`src/rtl/mano_pkg.sv`:
```
// mano_pkg
// Shared definitions for the Mano-style fetch/decode sequencer:
//   - state_t      : sequencer state encoding
//   - OP_BUN/OP_REG: opcode values that the sequencer treats specially
//   - IR_*         : bit positions of the I flag, opcode and address fields
package mano_pkg;

    typedef enum logic [2:0] {
        ST_IDLE      = 3'd0,
        ST_T0_ADDR   = 3'd1,
        ST_T1_FETCH  = 3'd2,
        ST_T2_DECODE = 3'd3,
        ST_T3_INDIR  = 3'd4,
        ST_EXEC_WAIT = 3'd5,
        ST_HALT      = 3'd6
    } state_t;

    localparam logic [2:0] OP_BUN = 3'd4;
    localparam logic [2:0] OP_REG = 3'd7;

    // IR layout: I=[7], opcode=[6:4], address=[3:0]
    localparam int IR_I_BIT   = 7;
    localparam int IR_OP_HI   = 6;
    localparam int IR_OP_LO   = 4;
    localparam int IR_HLT_BIT = 0;

endpackage

```
`src/rtl/mano_instr_decode.sv`:
```
// mano_instr_decode
// Purely combinational classification of the instruction register.
// Ports:
//   i_ir          in  WORD_W  instruction register contents
//   o_is_hlt      out 1       register-reference HLT (opcode 7, I=0, bit 0 set)
//   o_is_reg      out 1       opcode 7 (register-reference / I/O group)
//   o_is_bun      out 1       opcode 4 (branch unconditionally)
//   o_is_indirect out 1       memory-reference with I=1 (needs an address fetch)
//   o_addr        out ADDR_W  address field
module mano_instr_decode
    import mano_pkg::*;
#(
    parameter int ADDR_W = 4,
    parameter int WORD_W = 8
) (
    input  logic [WORD_W-1:0] i_ir,
    output logic              o_is_hlt,
    output logic              o_is_reg,
    output logic              o_is_bun,
    output logic              o_is_indirect,
    output logic [ADDR_W-1:0] o_addr
);

    logic [2:0] w_opcode;
    logic       w_i_bit;

    assign w_opcode = i_ir[IR_OP_HI:IR_OP_LO];
    assign w_i_bit  = i_ir[IR_I_BIT];

    assign o_is_reg      = (w_opcode == OP_REG);
    // With opcode 7 the I bit selects register vs I/O group, so HLT needs I=0.
    assign o_is_hlt      = o_is_reg && !w_i_bit && i_ir[IR_HLT_BIT];
    assign o_is_bun      = (w_opcode == OP_BUN);
    // Opcode 7 never performs an indirect address fetch.
    assign o_is_indirect = w_i_bit && !o_is_reg;
    assign o_addr        = i_ir[ADDR_W-1:0];

endmodule

```
`src/rtl/mano_fetch_seq.sv`:
```
// mano_fetch_seq
// Instruction fetch/decode sequencer. Drives the program counter controls,
// owns AR and IR, runs the memory read handshake for instruction and
// indirect-address fetches, completes BUN and HLT locally and hands every
// other instruction to the execute unit with a one-cycle EXEC_START.
// Ports:
//   CLK, RST            clock, asynchronous active-high reset
//   START               run request (sampled in IDLE/HALT only)
//   PC_Q                current program counter value
//   PC_INC/LD/CLR       program counter controls (mutually exclusive)
//   PC_DATA             program counter load value (0 unless PC_LD)
//   MEM_RD/MEM_ADDR     read request and address (address is always AR)
//   MEM_ACK/MEM_RDATA   read data valid / read data
//   IR, AR              instruction and address registers
//   EXEC_START          one-cycle handoff pulse to the execute unit
//   EXEC_DONE           execute unit finished
//   HALTED              high in IDLE and HALT
module mano_fetch_seq
    import mano_pkg::*;
#(
    parameter int ADDR_W = 4,
    parameter int WORD_W = 8
) (
    input  logic              CLK,
    input  logic              RST,
    input  logic              START,
    input  logic [ADDR_W-1:0] PC_Q,
    output logic              PC_INC,
    output logic              PC_LD,
    output logic              PC_CLR,
    output logic [ADDR_W-1:0] PC_DATA,
    output logic              MEM_RD,
    output logic [ADDR_W-1:0] MEM_ADDR,
    input  logic              MEM_ACK,
    input  logic [WORD_W-1:0] MEM_RDATA,
    output logic [WORD_W-1:0] IR,
    output logic [ADDR_W-1:0] AR,
    output logic              EXEC_START,
    input  logic              EXEC_DONE,
    output logic              HALTED
);

    state_t            r_state;
    state_t            w_next;
    logic [WORD_W-1:0] r_ir;
    logic [WORD_W-1:0] w_ir_next;
    logic [ADDR_W-1:0] r_ar;
    logic [ADDR_W-1:0] w_ar_next;
    // Set when an indirect fetch completes for a non-BUN instruction: the
    // first EXEC_WAIT cycle then issues EXEC_START instead of waiting.
    logic              r_exec_pend;
    logic              w_exec_pend_next;

    logic              w_is_hlt;
    logic              w_is_reg;
    logic              w_is_bun;
    logic              w_is_indirect;
    logic [ADDR_W-1:0] w_ir_addr;

    mano_instr_decode #(
        .ADDR_W (ADDR_W),
        .WORD_W (WORD_W)
    ) u_decode (
        .i_ir          (r_ir),
        .o_is_hlt      (w_is_hlt),
        .o_is_reg      (w_is_reg),
        .o_is_bun      (w_is_bun),
        .o_is_indirect (w_is_indirect),
        .o_addr        (w_ir_addr)
    );

    assign IR       = r_ir;
    assign AR       = r_ar;
    assign MEM_ADDR = r_ar;
    assign HALTED   = (r_state == ST_IDLE) || (r_state == ST_HALT);

    // State, IR, AR and pending-issue registers.
    always_ff @(posedge CLK or posedge RST) begin
        if (RST) begin
            r_state     <= ST_IDLE;
            r_ir        <= {WORD_W{1'b0}};
            r_ar        <= {ADDR_W{1'b0}};
            r_exec_pend <= 1'b0;
        end else begin
            r_state     <= w_next;
            r_ir        <= w_ir_next;
            r_ar        <= w_ar_next;
            r_exec_pend <= w_exec_pend_next;
        end
    end

    // Next-state, register-update and strobe decode.
    always_comb begin
        w_next           = r_state;
        w_ir_next        = r_ir;
        w_ar_next        = r_ar;
        w_exec_pend_next = 1'b0;
        PC_INC           = 1'b0;
        PC_LD            = 1'b0;
        PC_CLR           = 1'b0;
        PC_DATA          = {ADDR_W{1'b0}};
        MEM_RD           = 1'b0;
        EXEC_START       = 1'b0;

        case (r_state)
            ST_IDLE: begin
                if (START) begin
                    PC_CLR = 1'b1;
                    w_next = ST_T0_ADDR;
                end else begin
                    w_next = ST_IDLE;
                end
            end

            ST_HALT: begin
                // Resume from the current PC; no clear.
                if (START) begin
                    w_next = ST_T0_ADDR;
                end else begin
                    w_next = ST_HALT;
                end
            end

            ST_T0_ADDR: begin
                w_ar_next = PC_Q;
                w_next    = ST_T1_FETCH;
            end

            ST_T1_FETCH: begin
                MEM_RD = 1'b1;
                if (MEM_ACK) begin
                    w_ir_next = MEM_RDATA;
                    PC_INC    = 1'b1;
                    w_next    = ST_T2_DECODE;
                end else begin
                    w_next = ST_T1_FETCH;
                end
            end

            ST_T2_DECODE: begin
                w_ar_next = w_ir_addr;
                // Priority order matters: HLT and register-reference are
                // opcode 7, which must not be mistaken for indirect.
                if (w_is_hlt) begin
                    w_next = ST_HALT;
                end else if (w_is_reg) begin
                    EXEC_START = 1'b1;
                    w_next     = ST_EXEC_WAIT;
                end else if (w_is_indirect) begin
                    w_next = ST_T3_INDIR;
                end else if (w_is_bun) begin
                    PC_LD   = 1'b1;
                    PC_DATA = w_ir_addr;
                    w_next  = ST_T0_ADDR;
                end else begin
                    EXEC_START = 1'b1;
                    w_next     = ST_EXEC_WAIT;
                end
            end

            ST_T3_INDIR: begin
                MEM_RD = 1'b1;
                if (MEM_ACK) begin
                    w_ar_next = MEM_RDATA[ADDR_W-1:0];
                    if (w_is_bun) begin
                        PC_LD   = 1'b1;
                        PC_DATA = MEM_RDATA[ADDR_W-1:0];
                        w_next  = ST_T0_ADDR;
                    end else begin
                        w_exec_pend_next = 1'b1;
                        w_next           = ST_EXEC_WAIT;
                    end
                end else begin
                    w_next = ST_T3_INDIR;
                end
            end

            ST_EXEC_WAIT: begin
                // The issue cycle after an indirect fetch is not a wait
                // cycle, so EXEC_DONE is not sampled there.
                if (r_exec_pend) begin
                    EXEC_START = 1'b1;
                    w_next     = ST_EXEC_WAIT;
                end else if (EXEC_DONE) begin
                    w_next = ST_T0_ADDR;
                end else begin
                    w_next = ST_EXEC_WAIT;
                end
            end

            default: begin
                w_next = ST_IDLE;
            end
        endcase
    end

endmodule

```
`config.mk`:
```
export PLATFORM = sky130hd
export DESIGN_NAME = mano_fetch_seq
export DESIGN_NICKNAME = d
export VERILOG_FILES = /design/src/rtl/mano_pkg.sv /design/src/rtl/mano_instr_decode.sv /design/src/rtl/mano_fetch_seq.sv
export SDC_FILE = /design/constraint.sdc
export NUM_CORES = 1
export LEC_CHECK = 0
export CAP_MARGIN = 10
export CORE_ASPECT_RATIO = 0.5
export CORE_MARGIN = 1.5
export CORE_UTILIZATION = 39
export DETAILED_ROUTE_END_ITERATION = 16
export PLACE_DENSITY = 0.74
export SLEW_MARGIN = 20
export SYNTH_ARGS = -nofsm -noshare
export SYNTH_HDL_FRONTEND = slang
export SYNTH_HIERARCHICAL = 1
export SYNTH_SLANG_ARGS = --single-unit
```
`constraint.sdc`:
```
create_clock -name CLK -period 1.9 [get_ports CLK]
set_input_delay 0.38 -clock CLK [delete_from_list [all_inputs] [get_ports CLK]]
set_output_delay 0.38 -clock CLK [all_outputs]
set_load 0.02 [all_outputs]
```
==> flow_summary.ini <==
[clock_network]
hold_buffers = 0
clkSinkCount = 16
cts_root_buf = clkbuf_8
clock_latency_ps = 250
cts_buffer_depth = 2
htreeDepth = 1
cts_tree = done
path_clk_slew_ps = 60
cts_buffers = 3

[worst_setup_path]
reg2reg_slack_ps = 350
critPathKind = flip-flop to output pin
crit_path_end_kind = output pin
cpMaxStageDelayCell = or4b_4
arrival_ps = 1850
required_ps = 1520
cp-start-kind = flip-flop
crit_fanout = 5
max_stage_delay_ps = 530
path_cells = nand3_4 -> and2_4 -> or4b_4 -> nor2_4 -> or2_4 -> buf_6

[logic_synthesis]
yosys_warnings = 6
ys_ff_latch = 16
syn-num-nets = 127
yosysTopAreaCell = dfrtp_1
synth.area.top_cells = dfrtp_1, mux2_1, buf_4, inv_1, a22o_1
netlist_area_um2 = 1080
synth_cell_type_count = 38
avgSynthCellArea_um2 = 9.79
seq_area_frac_synth_pct = 37.2
syn_inst = 110
synth_top_cell_area_share_pct = 37.2

[final_layout]
nets = 194
layout.filler_cells = 192
stdcell_area_um2 = 1840
area_growth_pct = 70.5
drive_gt1_share_pct = 35.8
fin_util_pct = 70.6
antenna_cells = 0

[power]
peakVddDrop_v = 0.000766
total_power_mw = 3.03
p_leak_nw = 0.848
power_density_nw_per_um2 = 1650

[global_routing]
grt_pass1_vias = 1004
overflow = 0
grt_pass1_wl_mm = 4.61
grt_max_degree = 17
grtUsageTotal_pct = 19.8
antenna_found_initial = 0

[placed_design]
gp_congestion = 0.793
dp_hpwl_mm = 2.26
port_buffers = 42
placed_cell_area_um2 = 1760

[detailed_routing]
wire_per_inst_um = 13.6
drt_iter0_drc = 48
vias_per_cell = 5.04
dr.pass1.iters = 4
antenna_left = 0
drt_drc_violations_left = 0
num_vias = 1074
routed_wl_mm = 2.90

[die]
core_um2 = 2600
initial_core_util_pct = 41.4
die_h_um = 40.2
num_rows = 13
die-area_um2 = 3110
die_w_um = 77.3
pin_count = 43

[status]
violations = negative setup slack
outcome = finished with violations

[worst_hold_path]
min_path_type = input port to asynchronous set/reset pin

[sta]
whs_ps = 465
slew_headroom_pct = 64.8
fin_crit_sh_pct = 118
hold_viol = 0
finalWorstSetupSlack_ps = -334
fin_tns_setup_ps = -1770
final.setup_skew_ps = 3.71
period_needed_ps = 2230
max_freq_mhz = 448
max_slew.worst_pin.slew_ps = 527
setup_viol_count_final = 6
drv_slew = 0
rsz0062_at_grt = yes

[job]
drv_cap = 0
[path summary, 6_finish.rpt]
path                                      start                 to  depth (start not counted)
setup reg to reg           r_state[2]$_DFF_PP0_  IR[7]$_DFFE_PP0P_                          4
min in group CLK              AR[2]$_DFFE_PP0P_  AR[2]$_DFFE_PP0P_                          2
setup / recovery              IR[4]$_DFFE_PP0P_              PC_LD                          6
max in group asynchronous                   RST  IR[6]$_DFFE_PP0P_                          3
hold reg to reg               AR[2]$_DFFE_PP0P_  AR[2]$_DFFE_PP0P_                          2
hold / removal                              RST  IR[5]$_DFFE_PP0P_                          3
[area by class of cell]
type / count / area (um2) / area share [%]
clock buffers: 4 / 55.1 / 3.00
flip-flops and latches: 16 / 404 / 22.0
multi-input cells: 70 / 616 / 33.5
well taps: 37 / 46.3 / 2.52
inverters: 12 / 45.0 / 2.45
repair buffers: 74 / 671 / 36.5
[Yosys cell counts]
| cell type | n |
|---|---|
| dfrtp_1 | 16 |
| inv_1 | 12 |
| buf_4 | 9 |
| mux2_1 | 8 |
| nor2_1 | 6 |
| a22o_1 | 4 |
| and2b_1 | 3 |
| buf_2 | 3 |
| nand2_1 | 3 |
| nand3b_1 | 3 |
| nor3_1 | 3 |
| nor3b_1 | 3 |
| o2bb2ai_1 | 3 |
| o32ai_1 | 3 |
| a21oi_1 | 2 |
| a31oi_1 | 2 |
| and2_1 | 2 |
| and4bb_1 | 2 |
| nor3b_2 | 2 |
| o21ai_0 | 2 |
| or2_1 | 2 |
| a21o_1 | 1 |
| a221oi_1 | 1 |
| a2bb2oi_1 | 1 |
| a32o_1 | 1 |
| and2_4 | 1 |
| and3b_1 | 1 |
| nand3_1 | 1 |
| nand3_2 | 1 |
| nand3b_2 | 1 |
| nor2_4 | 1 |
| nor2b_1 | 1 |
| nor4b_1 | 1 |
| o211ai_1 | 1 |
| o21ai_1 | 1 |
| or2b_1 | 1 |
| or4b_4 | 1 |
| xnor2_1 | 1 |
[metrics by stage]
step                      cells  setup slack, ps
after floorplan             110            -54.9
after global routing        213             -409
after global placement      208             -542
after detailed placement    208             -571
after CTS                   213             -395
final                       213             -334
[flip-flops by register name, indices dropped and copies added (netlist names)]
name and count:
r_exec_pend 1, AR 4, IR 8, r_state 3
[cell families after synthesis]
| family | count (synthesis) | share of synthesized area (%) |
|---|---|---|
| AND/OR/NAND/NOR | 39 | 26.2 |
| buffers and inverters | 24 | 11.8 |
| AO/OA/AOI/OAI | 22 | 15.6 |
| flip-flops | 16 | 37.2 |
| multiplexers | 8 | 8.36 |
| XOR/XNOR | 1 | 0.813 |
[cell usage in the layout (no fill, tap or decap), types with 3 or more instances in the layout]
cell type and count:
clkdlybuf4s50_1 32, buf_4 31, dfrtp_1 13, inv_1 12, mux2_1 8, nor2_1 6
buf_6 6, a22o_4 4, clkbuf_8 4, dfrtp_2 3, and2b_1 3, nand2_1 3
nand3b_1 3, nor3_1 3, o2bb2ai_1 3, o32ai_1 3
[layer usage]
layer | global-route usage [%] | vias to the layer above | routed length (um)
met5 | 0 | - | 0
met2 | 39.9 | 21 | 1470
met4 | 3.18 | 0 | 0
met3 | 4.55 | 0 | 105
met1 | 23.1 | 527 | 1330
li1 | - | 526 | -
[what timing repair did]
item	4_1_cts	5_1_grt
pin swaps	11	9
endpoints found under the setup margin	10	9
buffers inserted	1	0
resized for setup	44	6
[critical path: cells and delay by family, from the launching register on]
kind / cells / cell delay, ps
buf+inv: 1 / 100
flops: 1 / 400
simple gates: 5 / 1090
[power breakdown]
group	switching, mW	internal, mW
sequential	0.172	0.519
combinational	0.934	1.10
clock	0.126	0.184
total	1.23	1.80
Note: power is estimated with default switching activity, not from simulation.
